<file path="src/rtl/beta_pkg.sv">
// Shared widths, layer rules and channel state type for the beta-memory access scheduler.
// Used by b_burst_chan and b_ram_sched.
package beta_pkg;

  localparam int unsigned P    = 16;
  localparam int unsigned LW   = 5;
  localparam int unsigned AW   = 9;
  localparam int unsigned CW   = 6;
  localparam int unsigned MAXL = 8;

  typedef enum logic {StIdle, StBurst} chan_state_e;

  function automatic logic layer_ok(input logic [LW-1:0] layer);
    return (layer != '0) && (layer <= LW'(MAXL));
  endfunction

  // Illegal layers get a single pseudo-beat.
  function automatic logic [CW-1:0] beats_of(input logic [LW-1:0] layer);
    case (layer)
      LW'(8):  return CW'(8);
      LW'(7):  return CW'(4);
      LW'(6):  return CW'(2);
      default: return CW'(1);
    endcase
  endfunction

  // The top layer has a single node, so its address collapses to 0.
  function automatic logic [AW-1:0] eff_addr(input logic [LW-1:0] layer,
                                             input logic [AW-1:0] addr);
    return (layer == LW'(MAXL)) ? '0 : addr;
  endfunction

endpackage

</file>
<file path="src/rtl/b_burst_chan.sv">
// Single memory channel: latches a node command and expands it into a burst of beats.
// Instantiated once for the read port and once for the write port.
module b_burst_chan
  import beta_pkg::*;
(
  input  logic          clk,
  input  logic          rst,
  input  logic          i_valid,
  input  logic          i_stall,
  input  logic [LW-1:0] i_layer,
  input  logic [AW-1:0] i_addr,
  output logic          o_ready,
  output logic          o_accept,
  output logic          o_en,
  output logic [LW-1:0] o_layer,
  output logic [CW-1:0] o_cnt,
  output logic [AW-1:0] o_addr,
  output logic          o_busy,
  output logic          o_last
);

  chan_state_e   r_state;
  logic          r_en;
  logic [LW-1:0] r_layer;
  logic [AW-1:0] r_addr;
  logic [CW-1:0] r_cnt;
  logic [CW-1:0] r_beats;
  logic          w_last;
  logic          w_accept;

  assign w_last   = (r_state == StBurst) && (r_cnt == r_beats - CW'(1));
  assign o_ready  = !rst && ((r_state == StIdle) || w_last) && !i_stall;
  assign w_accept = i_valid && o_ready;

  always_ff @(posedge clk) begin
    if (rst) begin
      r_state <= StIdle;
      r_en    <= 1'b0;
      r_layer <= '0;
      r_addr  <= '0;
      r_cnt   <= '0;
      r_beats <= '0;
    end else if (w_accept) begin
      // Covers back-to-back: a command taken on the last beat restarts at beat 0.
      r_state <= StBurst;
      r_en    <= layer_ok(i_layer);
      r_layer <= i_layer;
      r_addr  <= eff_addr(i_layer, i_addr);
      r_cnt   <= '0;
      r_beats <= beats_of(i_layer);
    end else if (w_last) begin
      r_state <= StIdle;
      r_en    <= 1'b0;
    end else if (r_state == StBurst) begin
      r_cnt <= r_cnt + CW'(1);
    end
  end

  assign o_accept = w_accept;
  assign o_en     = r_en;
  assign o_layer  = r_layer;
  assign o_cnt    = r_cnt;
  assign o_addr   = r_addr;
  assign o_busy   = (r_state == StBurst);
  assign o_last   = w_last;

endmodule

</file>
<file path="src/rtl/b_ram_sched.sv">
// Beta-memory access scheduler: independent read/write burst channels, read-after-write
// hazard stall, registered read-return tags and error pulse. BSCHED_PERF_EN adds counters.
module b_ram_sched
  import beta_pkg::*;
(
  input  logic          clk,
  input  logic          rst,
  input  logic          wr_req_valid,
  output logic          wr_req_ready,
  input  logic [LW-1:0] wr_req_layer,
  input  logic [AW-1:0] wr_req_addr,
  input  logic          rd_req_valid,
  output logic          rd_req_ready,
  input  logic [LW-1:0] rd_req_layer,
  input  logic [AW-1:0] rd_req_addr,
  output logic          w_en,
  output logic [LW-1:0] layer_w,
  output logic [CW-1:0] cnta,
  output logic [AW-1:0] w_address,
  output logic          r_en,
  output logic [LW-1:0] layer_r,
  output logic [CW-1:0] cntb,
  output logic [AW-1:0] r_address,
  output logic          rd_data_valid,
  output logic          rd_data_last,
  output logic          cmd_err,
  output logic          busy
`ifdef BSCHED_PERF_EN
  ,
  output logic [15:0]   rd_stall_cnt,
  output logic [15:0]   wr_beat_cnt
`endif
);

  logic          w_wr_acc;
  logic          w_wr_busy;
  logic          w_wr_last;
  logic          w_rd_acc;
  logic          w_rd_busy;
  logic          w_rd_last;
  logic          w_hazard;
  logic [AW-1:0] w_rd_eff;
  logic          r_dvalid;
  logic          r_dlast;
  logic          r_cmd_err;

  b_burst_chan u_wr_chan (
    .clk      (clk),
    .rst      (rst),
    .i_valid  (wr_req_valid),
    .i_stall  (1'b0),
    .i_layer  (wr_req_layer),
    .i_addr   (wr_req_addr),
    .o_ready  (wr_req_ready),
    .o_accept (w_wr_acc),
    .o_en     (w_en),
    .o_layer  (layer_w),
    .o_cnt    (cnta),
    .o_addr   (w_address),
    .o_busy   (w_wr_busy),
    .o_last   (w_wr_last)
  );

  // A write's final beat lands before any read issued off it, so only earlier beats stall.
  assign w_rd_eff = eff_addr(rd_req_layer, rd_req_addr);
  assign w_hazard = (w_wr_busy && !w_wr_last && (layer_w == rd_req_layer) &&
                     (w_address == w_rd_eff)) ||
                    (w_wr_acc && (wr_req_layer == rd_req_layer) &&
                     (eff_addr(wr_req_layer, wr_req_addr) == w_rd_eff));

  b_burst_chan u_rd_chan (
    .clk      (clk),
    .rst      (rst),
    .i_valid  (rd_req_valid),
    .i_stall  (w_hazard),
    .i_layer  (rd_req_layer),
    .i_addr   (rd_req_addr),
    .o_ready  (rd_req_ready),
    .o_accept (w_rd_acc),
    .o_en     (r_en),
    .o_layer  (layer_r),
    .o_cnt    (cntb),
    .o_addr   (r_address),
    .o_busy   (w_rd_busy),
    .o_last   (w_rd_last)
  );

  // Pseudo-beats of illegal reads still return one (zero) data beat.
  always_ff @(posedge clk) begin
    if (rst) begin
      r_dvalid  <= 1'b0;
      r_dlast   <= 1'b0;
      r_cmd_err <= 1'b0;
    end else begin
      r_dvalid  <= w_rd_busy;
      r_dlast   <= w_rd_last;
      r_cmd_err <= (w_wr_acc && !layer_ok(wr_req_layer)) ||
                   (w_rd_acc && !layer_ok(rd_req_layer));
    end
  end

  assign rd_data_valid = r_dvalid;
  assign rd_data_last  = r_dlast;
  assign cmd_err       = r_cmd_err;
  assign busy          = w_wr_busy || w_rd_busy;

`ifdef BSCHED_PERF_EN
  logic [15:0] r_stall_cnt;
  logic [15:0] r_beat_cnt;

  always_ff @(posedge clk) begin
    if (rst) begin
      r_stall_cnt <= '0;
      r_beat_cnt  <= '0;
    end else begin
      if (rd_req_valid && w_hazard && (r_stall_cnt != 16'hffff)) begin
        r_stall_cnt <= r_stall_cnt + 16'd1;
      end
      if (w_en && (r_beat_cnt != 16'hffff)) begin
        r_beat_cnt <= r_beat_cnt + 16'd1;
      end
    end
  end

  assign rd_stall_cnt = r_stall_cnt;
  assign wr_beat_cnt  = r_beat_cnt;
`endif

endmodule

</file>
<file path="config.mk">
export PLATFORM = sky130hd
export DESIGN_NAME = b_ram_sched
export DESIGN_NICKNAME = d
export VERILOG_FILES = /design/src/rtl/beta_pkg.sv /design/src/rtl/b_burst_chan.sv /design/src/rtl/b_ram_sched.sv
export SDC_FILE = /design/constraint.sdc
export NUM_CORES = 1
export LEC_CHECK = 0
export CORE_MARGIN = 5
export CORE_UTILIZATION = 45
export DETAILED_ROUTE_END_ITERATION = 8
export HOLD_SLACK_MARGIN = 0.06
export PLACE_DENSITY = 0.74
export SYNTH_ARGS = -nofsm -noshare
export SYNTH_HDL_FRONTEND = slang
export SYNTH_SLANG_ARGS = --single-unit
</file>
<file path="constraint.sdc">
create_clock -name clk -period 3.8 [get_ports clk]
set_input_delay 1.14 -clock clk [delete_from_list [all_inputs] [get_ports clk]]
set_output_delay 1.14 -clock clk [all_outputs]
set_load 0.02 [all_outputs]
</file>
==> impl_metrics.yaml <==
floorplan:
  ios: 80
  die_y_um: 93.48
  num_rows: 30
  core-area_um2: 6794
  die-area_um2: 8738
  die_width_um: 93.48
  start_util: 0.4615
synth:
  synth_area_um2: 3136
  synth_top_family_by_area: "simple AND/OR/NAND/NOR gates"
  yosys_warnings: 0
  syn-num-nets: 413
  synth_xor_area_frac: 0.08659
  synth_compound_area_frac: 0.1389
  muxShareOfSynthArea: 0.08619
  seq_area_frac_synth: 0.3512
  synthAdderAreaFrac: 0.01596
  synthSimpleGateAreaFrac: 0.2666
  ys_ff_latch: 55
  synth.avg_cell_area_um2: 8.317
  ys.flop_type: "dfxtp_1"
  postSynth.asyncResetShare: 0
  synthCells: 377
  ys_types: 56
  synth_edf_count: 0
routing:
  top_layer_used: "met4"
  drt-initial-drc-count: 159
  routed-wl-met3_um: 640
  wl_met2_um: 4301
  vias: 3150
  viasPerCell: 5.241
  detail-route-antenna-nets: 0
  route.detailed.drc: 0
  wire_per_inst_um: 15.49
  met1_length_um: 4262
  drt-total-wl_um: 9311
  dr.pass1.iters: 5
worst_setup_path:
  max_stage_delay_ps: 530
  cp_top_family: "simple AND/OR/NAND/NOR gates"
  cp-end-kind: "output pin"
  crit_fanout: 4
  r2r-start: "u_wr_chan.r_beats[0]"
  cpMostUsedCell: "buf_6"
  timing.rr.end: "u_rd_chan.o_addr[4]"
  startpoint: "rd_req_layer[0]"
  crit_cells: 8
  path_buf_inv: 2
  crit_arrival_ps: 2890
  crit_type: "input pin to output pin"
  start_kind: "input pin"
  rrSetupSlack_ps: 1090
  r2r_cells: 11
  critPathSlowestCell: "or4b_4"
  cp.required_ps: 2660
  worstPathCellList: "buf_6 > nor3_4 > nand2_2 > nor4_1 > nor2_1 > or4b_4 > and3_4 > buf_6"
finish:
  layout.nets: 540
  antennaDiodeCount: 0
  final_cell_count_no_fill: 601
  area_growth_pct: 47.01
  postLayoutCoreUtil: 0.6785
  drive_gt1_frac: 0.2495
clock_network:
  clkTransAtPathRegs_ps: 100
  numCtsBuffers: 5
  holdBufCountCts: 0
  cts_buffer_depth: 2
  h-tree-depth: 2
  clock-sinks: 55
  root_buffer: "clkbuf_8"
  insertion_delay_ps: 310
  cts_tree: "done"
timing:
  rsz0062_at_grt: "yes"
  worst_pin_slew_ps: 532.1
  fmax_mhz: 248.2
  slew_violations: 0
  hold_viol: 0
  fin_crit_sh: 1.060
  fin_skew_ps: 11.90
  fin_ws_ps: -229.0
  fin_crit_ps: 4029
  finalSetupViolCount: 1
  slew_headroom: 0.6439
hold_path:
  hold_depth: 2
  hold_path_end: "u_rd_chan.o_addr[7]"
  hold_path_class: "flop to flop"
  hp-start: "u_rd_chan.o_addr[7]"
global_route:
  antenna_found_initial: 0
  grt_max_degree: 42
  grt_pass1_vias: 3070
  grt_pass1_wl_um: 15110
  grt_overflow: 0
  grtUsageTotal: 0.2149
power:
  finalPower_mw: 1.343
  power_density_nw_per_um2: 291.4
  p_leak_nw: 1.908
  peakVddDrop_mv: 0.1559
placed_design:
  dp_hpwl_um: 7260
  numPlacedInstances: 589
  place.gp.congestion: 0.8880
  port_buffers: 79
status:
  violations: "negative setup slack"
  status: "finished with violations"
run:
  maxCapViolCount: 0
[kinds of logic (layout without fill, tap and decap cells)]
logic type               count (synthesis)  in the layout
flip-flops                              55             55
AO/OA/AOI/OAI                           64             64
multiplexers                            26             26
buffers and inverters                   37            165
AND/OR/NAND/NOR                        160            160
XOR/XNOR                                31             31
adder cells (fa/ha/maj)                  4              4
[layout by cell type (no fill, tap or decap), types with 3 or more instances in the layout]
master / count
and3_1: 7
xnor2_1: 18
mux2_2: 8
dlygate4sd2_1: 11
ha_1: 4
buf_2: 4
a21oi_1: 9
a31oi_1: 3
o21ai_0: 16
o22ai_2: 5
o31ai_1: 4
xor2_1: 12
nor2b_1: 8
nand2b_1: 4
nand2_1: 51
mux2i_1: 18
clkdlybuf4s50_1: 55
nand4_1: 6
clkbuf_8: 6
nor2_1: 22
inv_1: 15
o22ai_1: 5
or3_4: 3
dfxtp_1: 55
buf_6: 7
a32oi_1: 3
clkbuf_2: 3
nand3b_1: 3
nand3_1: 14
or2_2: 3
nor3_1: 13
buf_4: 57
[stage by stage]
step | cell area (um^2) | hold slack, ps | worst slack, ps | TNS (ps)
4_1_cts | 4594 | 468.3 | -124.6 | -124.6
3_5_place_dp | 4385 | 454.0 | -1108 | -2811
2_1_floorplan | 3149 | 465.1 | 0.3715 | 0
3_3_place_gp | 4385 | 445.6 | -1033 | -1065
6_report | 4609 | 464.1 | -229.0 | -229.0
5_1_grt | 4609 | 505.1 | -296.1 | -296.1
[worst max-delay path by stage]
| stage | endpoint | slack, ps |
|---|---|---|
| 6_report | rd_req_ready | -230 |
| 5_1_grt | rd_req_ready | -300 |
| 4_1_cts | rd_req_ready | -120 |
| 3_5_place_dp | rd_req_ready | -1110 |
| 3_3_place_gp | rd_req_ready | -1030 |
| 2_1_floorplan | rd_req_ready | 0.4 |
[repair_timing]
item | in CTS | in global routing
setup buffers | 3 | 1
pin swaps | 24 | 6
endpoints found under the setup margin | 2 | 2
resized for setup | 89 | 8
[sequential cells by signal, summed over array words and instances, names as in the netlist, 4 cells and up]
register           count
u_rd_chan.r_beats      4
u_wr_chan.r_beats      4
u_wr_chan.o_layer      5
u_rd_chan.o_layer      5
u_wr_chan.o_cnt        6
u_wr_chan.o_addr       9
u_rd_chan.o_cnt        6
u_rd_chan.o_addr       9
[cell usage after synthesis, types with 6 or more instances]
cell type  instances  share of area
o22ai_1            9          0.018
nand2_1           53          0.063
xor2_1            12          0.034
xnor2_1           19          0.053
dfxtp_1           55           0.35
nand2b_1           6          0.012
and3_1             8          0.016
mux2i_1           18          0.057
nor2_1            23          0.028
nand4_1            6          0.012
clkbuf_1          12          0.014
mux2_2             8          0.029
inv_1             17          0.020
a21oi_1           10          0.016
nor3_1            14          0.022
nand3_1           14          0.022
o21ai_0           17          0.027
nor2b_1            9          0.018
[layout make-up]
type,instances,area [um^2]
clock buffers,6,82.58
well taps,96,120.1
fillers,581,2185
multi-input cells,285,2002
flip-flops and latches,55,1101
repair buffers,140,1224
clock inverters,2,16.27
inverters,17,63.81
[worst reg2reg max path, stage by stage (launching register included)]
cell and delay, ps:
dfxtp_1 370, inv_1 70, ha_1 240, xor2_1 150, o32ai_1 100, o22ai_2 270
o21a_1 220, or4b_4 490, buf_4 160, nand4_4 190, buf_4 220, mux2i_1 180
[metal layers]
layer | track usage | vias up
met5 | 0 | -
met4 | 0.04029 | 0
met3 | 0.04264 | 9
met2 | 0.3472 | 105
met1 | 0.2981 | 1456
li1 | - | 1580
[where the power goes]
| group | internal (mW) | switching (mW) |
|---|---|---|
| clock network | 0.149 | 0.203 |
| logic | 0.179 | 0.175 |
| registers | 0.605 | 0.0305 |
Power figures use the tool's default switching activity.
==> RTL edit (config.mk and constraints unchanged) <==
Add a define of `BSCHED_PERF_EN`.
--- a/src/rtl/b_ram_sched.sv
+++ b/src/rtl/b_ram_sched.sv
@@ -1,5 +1,7 @@
 // Beta-memory access scheduler: independent read/write burst channels, read-after-write
 // hazard stall, registered read-return tags and error pulse. BSCHED_PERF_EN adds counters.
+`define BSCHED_PERF_EN
+
 module b_ram_sched
   import beta_pkg::*;
 (
Function (old outputs only; new: rd_stall_cnt and wr_beat_cnt): kept (Yosys induction, for registers that start in step).
==> RTL edit against the unedited design <==
- the flow still finishes with violations (setup timing)
- power is 46% higher
- area after synthesis increased by 43%
- wire length grew 45%
- sequential cell count grew 32
- sequential power increased by 54%
- largest power group unchanged
- largest cell class unchanged
- sequential share of layout area up 2.9 points
- setup slack lost 0.033 ns
- highest routed layer unchanged
- non-clock buffer count rose by 40
- final area is 41% higher
==> RTL edit: results (changes against the unedited design) <==
grt_max_degree: 70  # +67%
yosysWarnings: 0  # unchanged
inverters: 19  # +2
globalplace.congestion: 0.9679  # +9.0%
setup_violations: 1  # unchanged
buffer_area_share_pct: 24.85  # -1.7 points
yosysSeqAreaShare_pct: 38.76  # +3.6 points
wl_per_cell_um: 15.99  # +3.2%
clockPowerShare_pct: 30.2  # +3.9 points
multi_input_area_share_pct: 42.01  # -1.4 points
r2r_end: "rd_stall_cnt[10]"
firstDrtPassIters: 4  # -1
drt_iter0_drc: 278  # +75%
seq_power_mw: 0.979  # +54%
nWellTaps: 133  # +39%
violations: "setup timing"
fin_skew_ns: 0.007496  # -0.004402 ns
nets: 743  # +38%
clock_latency_ns: 0.35  # +0.04 ns
p_sw_mw: 0.5654  # +38%
powerClk_mw: 0.590  # +67%
r2r_slack_ns: 0.42  # -0.67 ns
area_growth_pct: 44.70
cts_sinks: 87  # +58%
synth-compound-area-share_pct: 16.46  # +2.6 points
muxShareOfSynthArea_pct: 2.005  # -6.6 points
rr_worst_depth: 13  # +2
via_per_inst: 5.408  # +3.2%
syn-num-nets: 580  # +40%
clkCellAreaFrac_pct: 2.694  # +0.55 points
power.leakage_nw: 2.448  # +28%
cp_slowest_stage_delay_ns: 0.43  # -0.10 ns
synthTopCellsByCount: "87 x dfxtp_1, 52 x nor2_1, 42 x o21ai_0"
wirelength_um: 13480  # +45%
fillCellCount: 840  # +45%
h-tree-depth: 3  # +1
drive_gt1_share_pct: 18.03  # -6.9 points
seqCellArea_mm2: 0.001742  # +58%
finalSetupTns_ns: -0.2619  # -0.03291 ns
dp.cells: 819  # +39%
synth_area_leaders: "dfxtp_1 39%, xor2_1 5.8%, o21ai_0 4.7%"
grt_pass1_wl_um: 21820  # +44%
post-place-ws_ns: -1.159  # -0.05127 ns
worstPathArrival_ns: 2.92  # +0.03 ns
status: "complete, but fails checks"
io_buffers: 111  # +41%
syn_inst: 542  # +44%
synth_xor_area_share_pct: 9.942  # +1.3 points
min_to: "u_rd_chan.o_addr[0]"
setup_ws_ns: -0.2619  # -0.03291 ns
buffers: 180  # +29%
gr-usage-all-layers_pct: 22.95  # +1.5 points
irDropWorstVdd_mv: 0.2087  # +34%
clock_buffers: 12  # +6
dp_hpwl_um: 10180  # +40%
grt_pass1_vias: 4410  # +44%
placedInstanceArea_mm2: 0.006150  # +40%
min_from: "u_rd_chan.o_addr[0]"
clkSlewWorstSetupHoldPaths_ns: 0.08  # -0.02 ns
netlist-cell-type-count: 58  # +3.6%
[RTL edit: cell types whose count changed in the layout (fill, tap and decap cells not counted), sizes merged, moves of 8 or more]
cell	delta
xor2	+18
nand2	-20
nor2	+28
a21oi	+17
nand3	+20
o21ai	+25
clkdlybuf4s50	+32
mux2i	-9
mux2	-8
dfxtp	+32
nand2b	+16
[RTL edit: metal layers]
metal  track usage [%]  wire length (um)
met3             2.642               532
met1             30.57              6024
met2             38.00              6651
met4             8.727               274
met5                 0                 0
[RTL edit: what timing repair did]
item | 4_1_cts | 5_1_grt
gates resized for setup | 72 | 16
buffers inserted | 5 | 1
endpoints found under the setup margin | 9 | 2
cloned | 2 | 0
pin swaps | 16 | 9
[RTL edit: worst max-delay path: cells and delay by family]
kind / cells / cell delay, ns
buffers and inverters: 3 / 0.77
AND/OR/NAND/NOR: 4 / 0.71
AO/OA/AOI/OAI: 2 / 0.30
